**config.mk**
```make
export PLATFORM = sky130hd
export DESIGN_NAME = grover_iterate
export DESIGN_NICKNAME = d
export VERILOG_FILES = /design/src/rtl/grover_iterate.sv
export SDC_FILE = /design/constraint.sdc
export NUM_CORES = 1
export LEC_CHECK = 0
export ABC_AREA = 1
export ABC_CLOCK_PERIOD_IN_PS = 3650
export CORE_MARGIN = 2
export CORE_UTILIZATION = 45
export DETAILED_ROUTE_END_ITERATION = 8
export GPL_ROUTABILITY_DRIVEN = 1
export SLEW_MARGIN = 40
export SYNTH_ARGS = -nofsm -noshare
export SYNTH_HDL_FRONTEND = slang
export SYNTH_SLANG_ARGS = --single-unit
```
**constraint.sdc**
```tcl
create_clock -name clk -period 3.65 [get_ports clk]
set_clock_uncertainty 0.2 [all_clocks]
set_input_delay 0.73 -clock clk [delete_from_list [all_inputs] [get_ports clk]]
set_output_delay 0.73 -clock clk [all_outputs]
set_load 0.05 [all_outputs]
```
**src/rtl/grover_iterate.sv**
```systemverilog
// grover_iterate -- streaming Grover-iteration engine over a 2^NQ-entry
// amplitude vector.
//
// A run loads N = 2^NQ signed amplitudes, applies num_iter rounds of
// oracle (negate the target entry) followed by diffusion (reflect every
// entry about the mean), then streams the N results back out.
//
// Ports:
//   clk, rst          rising-edge clock, synchronous active-high reset
//   start             begin a run when idle (captures target_search, num_iter)
//   target_search     marked basis-state index
//   num_iter          number of Grover iterations (0 = pass-through)
//   in_valid/in_ready/in_data     load stream, index order 0..N-1
//   out_valid/out_ready/out_data  result stream, index order 0..N-1
//   out_last          marks result beat N-1
//   busy              high in every state except IDLE
//
// Build option: define GROVER_SAT_EN to saturate the oracle negation and
// the diffusion result to the AW-bit range; otherwise both wrap.
module grover_iterate #(
    parameter int NQ = 3,
    parameter int AW = 8,
    parameter int IW = 4
) (
    input  logic                 clk,
    input  logic                 rst,
    input  logic                 start,
    input  logic [NQ-1:0]        target_search,
    input  logic [IW-1:0]        num_iter,
    input  logic                 in_valid,
    input  logic signed [AW-1:0] in_data,
    output logic                 in_ready,
    output logic                 out_valid,
    output logic signed [AW-1:0] out_data,
    output logic                 out_last,
    input  logic                 out_ready,
    output logic                 busy
);

    localparam int N = 1 << NQ;

    typedef enum logic [2:0] {
        S_IDLE, S_LOAD, S_ORACLE, S_MEAN, S_DIFFUSE, S_OUT
    } state_t;

    state_t                  state, state_nxt;
    logic [NQ-1:0]           idx;
    logic [IW-1:0]           iter_cnt;
    logic [IW-1:0]           iter_inc;
    logic [NQ-1:0]           tgt_q;
    logic [IW-1:0]           niter_q;
    logic signed [AW+NQ-1:0] acc;
    logic signed [AW-1:0]    mean;
    logic signed [AW-1:0]    store [N];

    logic                    idx_last;
    logic signed [AW-1:0]    cur;
    logic signed [AW+1:0]    cur_x;
    logic signed [AW+1:0]    neg_x;
    logic signed [AW+1:0]    diff_x;
    logic signed [AW-1:0]    oracle_val;

    // Reduce an AW+2-bit intermediate back to AW bits.
    function automatic logic signed [AW-1:0] reduce(input logic signed [AW+1:0] v);
`ifdef GROVER_SAT_EN
        // In range exactly when the top three bits agree.
        if (v[AW+1:AW-1] == 3'b000 || v[AW+1:AW-1] == 3'b111)
            return v[AW-1:0];
        else if (v[AW+1])
            return {1'b1, {(AW-1){1'b0}}};
        else
            return {1'b0, {(AW-1){1'b1}}};
`else
        return AW'(v);
`endif
    endfunction

    assign idx_last   = (idx == {NQ{1'b1}});
    assign iter_inc   = iter_cnt + IW'(1);
    assign cur        = store[idx];
    assign cur_x      = (AW+2)'(cur);
    assign neg_x      = -cur_x;
    assign diff_x     = ((AW+2)'(mean) <<< 1) - cur_x;
    assign oracle_val = (idx == tgt_q) ? reduce(neg_x) : cur;

    always_ff @(posedge clk) begin
        if (rst) state <= S_IDLE;
        else     state <= state_nxt;
    end

    always_comb begin
        state_nxt = state;
        in_ready  = 1'b0;
        out_valid = 1'b0;
        out_last  = 1'b0;
        out_data  = '0;
        busy      = (state != S_IDLE);
        case (state)
            S_IDLE:    if (start) state_nxt = S_LOAD;
            S_LOAD: begin
                in_ready = 1'b1;
                if (in_valid && idx_last)
                    state_nxt = (niter_q != '0) ? S_ORACLE : S_OUT;
            end
            S_ORACLE:  if (idx_last) state_nxt = S_MEAN;
            S_MEAN:    state_nxt = S_DIFFUSE;
            S_DIFFUSE: if (idx_last) state_nxt = (iter_inc == niter_q) ? S_OUT : S_ORACLE;
            S_OUT: begin
                out_valid = 1'b1;
                out_data  = cur;
                out_last  = idx_last;
                if (out_ready && idx_last) state_nxt = S_IDLE;
            end
            default:   state_nxt = S_IDLE;
        endcase
    end

    // Control/datapath registers. idx is NQ bits wide, so it wraps back to
    // 0 on its own after entry N-1, ready for the next phase.
    always_ff @(posedge clk) begin
        if (rst) begin
            idx      <= '0;
            iter_cnt <= '0;
            acc      <= '0;
            mean     <= '0;
            tgt_q    <= '0;
            niter_q  <= '0;
        end else begin
            case (state)
                S_IDLE: if (start) begin
                    tgt_q    <= target_search;
                    niter_q  <= num_iter;
                    idx      <= '0;
                    iter_cnt <= '0;
                    acc      <= '0;
                end
                S_LOAD:    if (in_valid) idx <= idx + NQ'(1);
                S_ORACLE: begin
                    idx <= idx + NQ'(1);
                    acc <= acc + (AW+NQ)'(oracle_val);
                end
                S_MEAN: begin
                    // Arithmetic shift gives floor division by N.
                    mean <= AW'(acc >>> NQ);
                    acc  <= '0;
                end
                S_DIFFUSE: begin
                    idx <= idx + NQ'(1);
                    if (idx_last) iter_cnt <= iter_inc;
                end
                S_OUT:     if (out_ready) idx <= idx + NQ'(1);
                default: ;
            endcase
        end
    end

    // Amplitude store: no reset, every run reloads all N entries.
    always_ff @(posedge clk) begin
        case (state)
            S_LOAD:    if (in_valid) store[idx] <= in_data;
            S_ORACLE:  store[idx] <= oracle_val;
            S_DIFFUSE: store[idx] <= reduce(diff_x);
            default: ;
        endcase
    end

endmodule

```
==> impl_results.md, run 1 <==
* Clock Tree Root: clkbuf_16
* Ys Warns at 0
* Synth top area cells: edfxtp_1, dfxtp_1, nand2_1
* Final slew viol count at 0
* GPL Wtd Cong at ~0.84
* Yosys top cell by area: edfxtp_1
* Setup TNS at 0 ns
* Hold Crit Class: reg -> reg
* CTS HTree Levels at 3
* Worst setup path category: reg -> reg
* Max IR drop VDD at around 0.56 mV
* Internal Power at 2.96 mW
* Ports at 32
* P&R area growth vs syn at 17.3%
* Initial core utilization at 45.7%
* Largest net degree at the start of global routing at 34
* Critical path capture point type: flip-flop
* Number of diodes at 0
* Drt drc at 0
* Mapped Area at 0.00542 mm2
* TritonCTS Buffers at 9
* DRT iter0 DRCs at slightly below 300
* Setup ws final at 0.323 ns
* Static Leak at 2.76 nW
* Register clock-pin slew on the reported worst setup and hold paths at around 0.07 ns
* Drt pass-1 iters at 5
* Synth top cells by count: nand2_1, inv_1, edfxtp_1, nor2_1, nand3_1
* Post-route total power at between 5 and 6 mW
* Critical path startpoint category: flip-flop
* Die area at approximately 0.013 mm2
* I/O Buffers at 31
* Crit-path max FO at 24
* Via count at 4245
* CTS Buffer Depth at 2
* Hold WS at 0.277 ns
* Critical path required time at 3.73 ns
* Vias in the first global route at 4099
* NetSw at 2.37 mW
* Status: complete, no violations
* Die Ht at 114 um
* Gr usage total at 20.4%
* Final count of negative-setup-slack endpoints at 0
* Max Cap Viol at 0
* Post-Syn Nets at 679
* Power Dens Cells at 839 mW/mm2
* Synth top area share at a little over a third
* RSZ-0062 raised after global routing: false
* Cell with the most instances after synthesis: nand2_1
* Post-synth EDFFs at 64
* Register area share after synthesis at between 40% and 50%
* Layout cells sized above 1 at around an eighth
* Die X at 114 um
* Core Region at roughly 0.012 mm2
* Clk network pwr share at 18.1%
* Final core utilization at 53.6%
* Vias per inst at 5.08
* Ys async rst share at 0%
* TritonCTS clock tree: done
* Worst-Margin Slew at roughly 0.73 ns
* Fill count at 1064
* Relative slew slack at 51.3%
* Crit path DAT at 3.41 ns
* Sw Share at 44.5%
* HPWL Detailed at 9.02 mm
* Fmax at 301 MHz
* # rows at 40
* Sink Count at 101
* Synthesized area per cell at 8.49 um2
* Final net count at 724
* Remaining Overflow, GRT at 0
* WL final at between 10 and 15 mm
* Synth cell types at 44
* Combinational cell fraction of total power at a little over half
* First-pass GRT wire length at 20.4 mm
* Worst skew pair latency at 0.34 ns
* Synth Flop Type: edfxtp_1
* Routed WL per cell at 15.3 um
* Routed Antenna Nets at 0
* Part of the power in registers at 29.3%
* Fin crit period at 3.33 ns
* Initial antenna violation count at 0
* Yosys reg bits at slightly above 100
* Post-synthesis cell count at 638
* Dpl ws at about 0.17 ns
* Final cycle utilization of the critical path at 91.1%
* Final Hold Viols at 0
## cell type report
cell class,instances,area [um2],area share [%]
clock buffers,10,229,3.60
clock inverters,6,71.3,1.12
inverters,98,375,5.91
multi-input cells,423,2270,35.8
flip-flops and latches,101,2670,42.0
well taps,147,184,2.89
repair buffers,50,554,8.72
## cells by family (layout without fill, tap and decap cells)
| kind of cell | count (synthesis) | in the layout | share of synthesized area (%) |
|---|---|---|---|
| AO/OA/AOI/OAI | 104 | 104 | 11.1 |
| XOR/XNOR | 15 | 15 | 2.43 |
| adder cells (fa/ha/maj) | 21 | 21 | 5.13 |
| buffers and inverters | 114 | 164 | 9.49 |
| flip-flops | 101 | 101 | 49.2 |
| AND/OR/NAND/NOR | 283 | 283 | 22.7 |
## power groups by stage
stage	logic [mW]	clock network [mW]	registers, mW
after global routing	3.15	1.03	1.58
after CTS	2.63	0.988	1.55
after detailed placement	2.61	0	1.58
after global placement	2.56	0	1.57
after floorplan	2.06	0	1.55
final	2.80	0.966	1.56
## timing repair
| item | in CTS | in global routing |
|---|---|---|
| resized for setup | 0 | 13 |
| endpoints found under the setup margin | 0 | 3 |
| hold buffers | 0 | 0 |
| buffers inserted | 0 | 3 |
## state kept, by name, summed over array words and instances (netlist names), named ones only
signal    cells
niter_q       4
mean          7
iter_cnt      4
state         3
acc          10
store        64
idx           3
tgt_q         3
## layout by cell type, fill, tap and decap left out, types with 3 or more instances in the layout
cell and n:
o21ai_1 10, nand3_2 7, dfxtp_1 36, edfxtp_1 64
o221ai_1 3, nor2_1 60, ha_1 19, a21oi_1 41
nand2_1 145, a22oi_1 3, nand2_2 10, inv_2 5
nand3_1 49, xor2_1 9, xnor2_1 5, clkdlybuf4s50_1 23
nor2_2 4, o211ai_1 5, buf_4 17, a211oi_1 3
clkbuf_16 10, buf_12 8, o21ai_0 25, inv_1 92
## metal layers
layer / part of all wire, % / up-vias / routed length (um) / global-route usage (%)
li1: - / 2176 / - / -
met5: 0 / - / 0 / 0
met1: 46 / 1954 / 5900 / 27.0
met3: 3.7 / 23 / 476 / 3.88
met4: 2.5 / 0 / 316 / 7.48
met2: 48 / 92 / 6080 / 33.6
## stage by stage
step | area, um2 | std cells
2_1_floorplan | 5420 | 638
3_3_place_gp | 5960 | 815
3_5_place_dp | 5960 | 815
4_1_cts | 6260 | 831
5_1_grt | 6350 | 835
6_report | 6350 | 835
## critical path, cell delays in order (launching register included)
cell	delay (ns)
dfxtp_4	0.37
buf_12	0.16
inv_8	0.08
buf_6	0.21
nand2_1	0.07
nand3_1	0.07
nand2_1	0.05
nand2_1	0.05
nand2_1	0.13
inv_1	0.15
nand2_1	0.07
o21ai_1	0.16
xor2_1	0.22
inv_1	0.10
ha_1	0.32
a21o_1	0.18
nand3_1	0.06
nand3_1	0.09
a31oi_2	0.19
inv_1	0.07
nand3_2	0.08
nand3_2	0.07
a21oi_2	0.10
## worst paths after layout
path / start / end / slack [ns] / cells after the start
max: flip-flop / acc[9]$_SDFFE_PP0P_ / 0.32 / 22
min: acc[2]$_SDFFE_PP0P_ / acc[2]$_SDFFE_PP0P_ / 0.28 / 2
max reg2reg: flip-flop / acc[9]$_SDFFE_PP0P_ / 0.32 / 22
min reg2reg: acc[2]$_SDFFE_PP0P_ / acc[2]$_SDFFE_PP0P_ / 0.28 / 2
No activity file was read; power rests on OpenSTA's default activity.
==> run 2: changes to the inputs <==
--- a/config.mk
+++ b/config.mk
@@ -8,4 +8,5 @@
 export ABC_AREA = 1
 export ABC_CLOCK_PERIOD_IN_PS = 3650
+export CAP_MARGIN = 20
 export CORE_MARGIN = 2
 export CORE_UTILIZATION = 45
--- a/constraint.sdc
+++ b/constraint.sdc
@@ -3,3 +3,3 @@
 set_input_delay 0.73 -clock clk [delete_from_list [all_inputs] [get_ports clk]]
 set_output_delay 0.73 -clock clk [all_outputs]
-set_load 0.05 [all_outputs]
+set_load 0.1 [all_outputs]
==> run 2 against run 1 <==
Via count up 0.99%. Die area stayed put. Flip-flop and latch count unchanged. Wire length is 1.9% higher. First-iteration DRC count rose by 7.2%. Global-route usage grew 0.36 points. Critical path type unchanged.
==> impl_results.md, run 2 (synthesized netlist as in run 1, its figures left out) <==
* Worst setup path category: reg -> reg
* Ports at 32
* CTS HTree Levels at 3
* Critical path startpoint category: flip-flop
* Post-route total power at between 5 and 6 mW
* Gr usage total at 20.8%
* Crit-path most repeated cell: nand2_1
* Max FFs per register at 64
* Largest net degree at the start of global routing at 34
* Worst-Margin Slew at 0.712 ns
* Setup TNS at 0 ns
* # rows at 40
* Die area at around 0.013 mm2
* Crit-path max FO at 32
* Via count at 4287
* Max Cap Viol at 0
* Most common cell after layout, fill and taps aside: nand2_1
* Critical path buffer and inverter count at 5
* Fin crit period at ~3.4 ns
* Final slew viol count at 0
* Routed WL per cell at around 16 um
* Layout cells sized above 1 at 14.7%
* Final net count at 723
* Drt drc at 0
* Part of the power in registers at 28.2%
* CTS Buffer Depth at 2
* Die Ht at 114 um
* # hold bufs at CTS at 0
* Static Leak at approximately 2.8 nW
* Core Region at 0.0119 mm2
* Register clock-pin slew on the reported worst setup and hold paths at approximately 0.07 ns
* I/O Buffers at 31
* Hold Path Depth at 2
* Worst skew pair latency at 0.35 ns
* Power Dens Cells at between 800 and 900 mW/mm2
* Drt pass-1 iters at 4
* Top delay family on crit path: simple AND/OR/NAND/NOR gates
* FF-to-FF path depth at 22
* Status: complete, no violations
* Worst path cell trace: buf_12 > clkinv_16 > nand2_1 > nand3_1 > nand2_1 > o21ai_2 > buf_6 > nand3_2 > nand2_2 > o21a_1 > xor2_1 > inv_1 > ha_1 > nand2_1 > nor2_1 > nand2_1 > nand3_1 > a31oi_2 > inv_1 > nand3_2 > nand3_2 > a21oi_2
* Relative slew slack at approximately 52%
* Fmax at between 200 and 300 MHz
* TritonCTS Buffers at 9
* Initial antenna violation count at 0
* Vias per inst at 5.14
* Hold Crit Class: reg -> reg
* Clk network pwr share at 18.1%
* Initial core utilization at 45.7%
* Final Hold Viols at 0
* Hold_sp: acc[0]$_SDFFE_PP0P_
* First-pass GRT wire length at 20.8 mm
* Critical path required time at about 3.7 ns
* GPL Wtd Cong at 0.863
* Die X at around 110 um
* Vias in the first global route at 4303
* WL final at about 13 mm
* Reg with most FFs: store
* Crit path DAT at about 3.5 ns
* Final count of negative-setup-slack endpoints at 0
* Slowest cell delay on critical path at 0.36 ns
* Final cycle utilization of the critical path at 92.4%
* Number of diodes at 0
* Combinational cell fraction of total power at 53.7%
* CP Depth at 22
* Max IR drop VDD at around 0.60 mV
* NetSw at 2.52 mW
* DRT iter0 DRCs at 314
* TritonCTS clock tree: done
* Worst path slowest cell: dfxtp_2
* HPWL Detailed at between 9 and 10 mm
* Largest regs: store: 64 flops, acc: 10 flops, mean: 7 flops
* Clock Tree Root: clkbuf_16
* Most frequent cells in the layout: nand2_1, inv_1, edfxtp_1
* Remaining Overflow, GRT at 0
* Internal Power at 3.01 mW
* P&R area growth vs syn at 18.5%
* Sink Count at 101
* Routed Antenna Nets at 0
* Critical path capture point type: flip-flop
* Sw Share at 45.6%
==> run 2: cell types whose count changed in the layout (fill, tap and decap cells not counted), moves of 2 or more <==
cell	previous run	this run
clkdlybuf4s50_1	23	19
nor2_1	60	50
inv_6	1	3
nor2_2	4	14
buf_4	17	19
==> run 2: power by group through the flow <==
| stage | clock network (mW) | logic, mW | registers, mW |
|---|---|---|---|
| after floorplan | 0 | 2.14 | 1.55 |
| after global placement | 0 | 2.70 | 1.57 |
| after detailed placement | 0 | 2.76 | 1.58 |
| after CTS | 1.02 | 2.77 | 1.55 |
| after global routing | 1.06 | 3.35 | 1.58 |
| final | 1.00 | 2.97 | 1.56 |
==> run 2: path summary, 6_finish.rpt <==
check / end / slack [ns]
worst min-delay path: acc[0]$_SDFFE_PP0P_ / 0.27
worst max-delay path: acc[9]$_SDFFE_PP0P_ / 0.28
worst max register to register: acc[9]$_SDFFE_PP0P_ / 0.28
worst min register to register: acc[0]$_SDFFE_PP0P_ / 0.27
==> run 2: per-layer routing <==
layer	wire [um]	up-vias	GRT usage (%)	part of all wire [%]
met5	0	-	0	0
met4	318	0	7.64	2.4
met3	555	22	4.73	4.3
met2	6490	101	35.4	50
met1	5640	1984	25.9	43
li1	-	2180	-	-
==> run 2: area by class of cell <==
class	instances	area (um2)
clock buffer	9	225
clock inverter	7	85.1
fill	1059	5440
inverter	98	394
multi-input combinational	423	2320
sequential	101	2660
tap	147	184
timing repair buffer	49	549
==> run 2: worst min-delay path, stage by stage (launching register included) <==
cell     delay (ns)
dfxtp_1        0.32
nand2_1        0.06
a21oi_1        0.05
==> run 2: through the flow <==
stage	instance area [um2]	util, %	hold WS, ns	cells	worst slack (ns)
2_1_floorplan	5440	-	0.245	638	0.0904
3_3_place_gp	6000	50.6	0.257	816	0.284
3_5_place_dp	6000	50.6	0.266	816	0.192
4_1_cts	6310	53.2	0.277	832	0.167
5_1_grt	6420	54.1	0.305	834	-0.0346
6_report	6420	54.1	0.272	834	0.278
==> run 2: repair_timing <==
item                                    4_1_cts  5_1_grt
buffers inserted                              0        1
endpoints found under the setup margin        0        3
gates resized for setup                       0       18
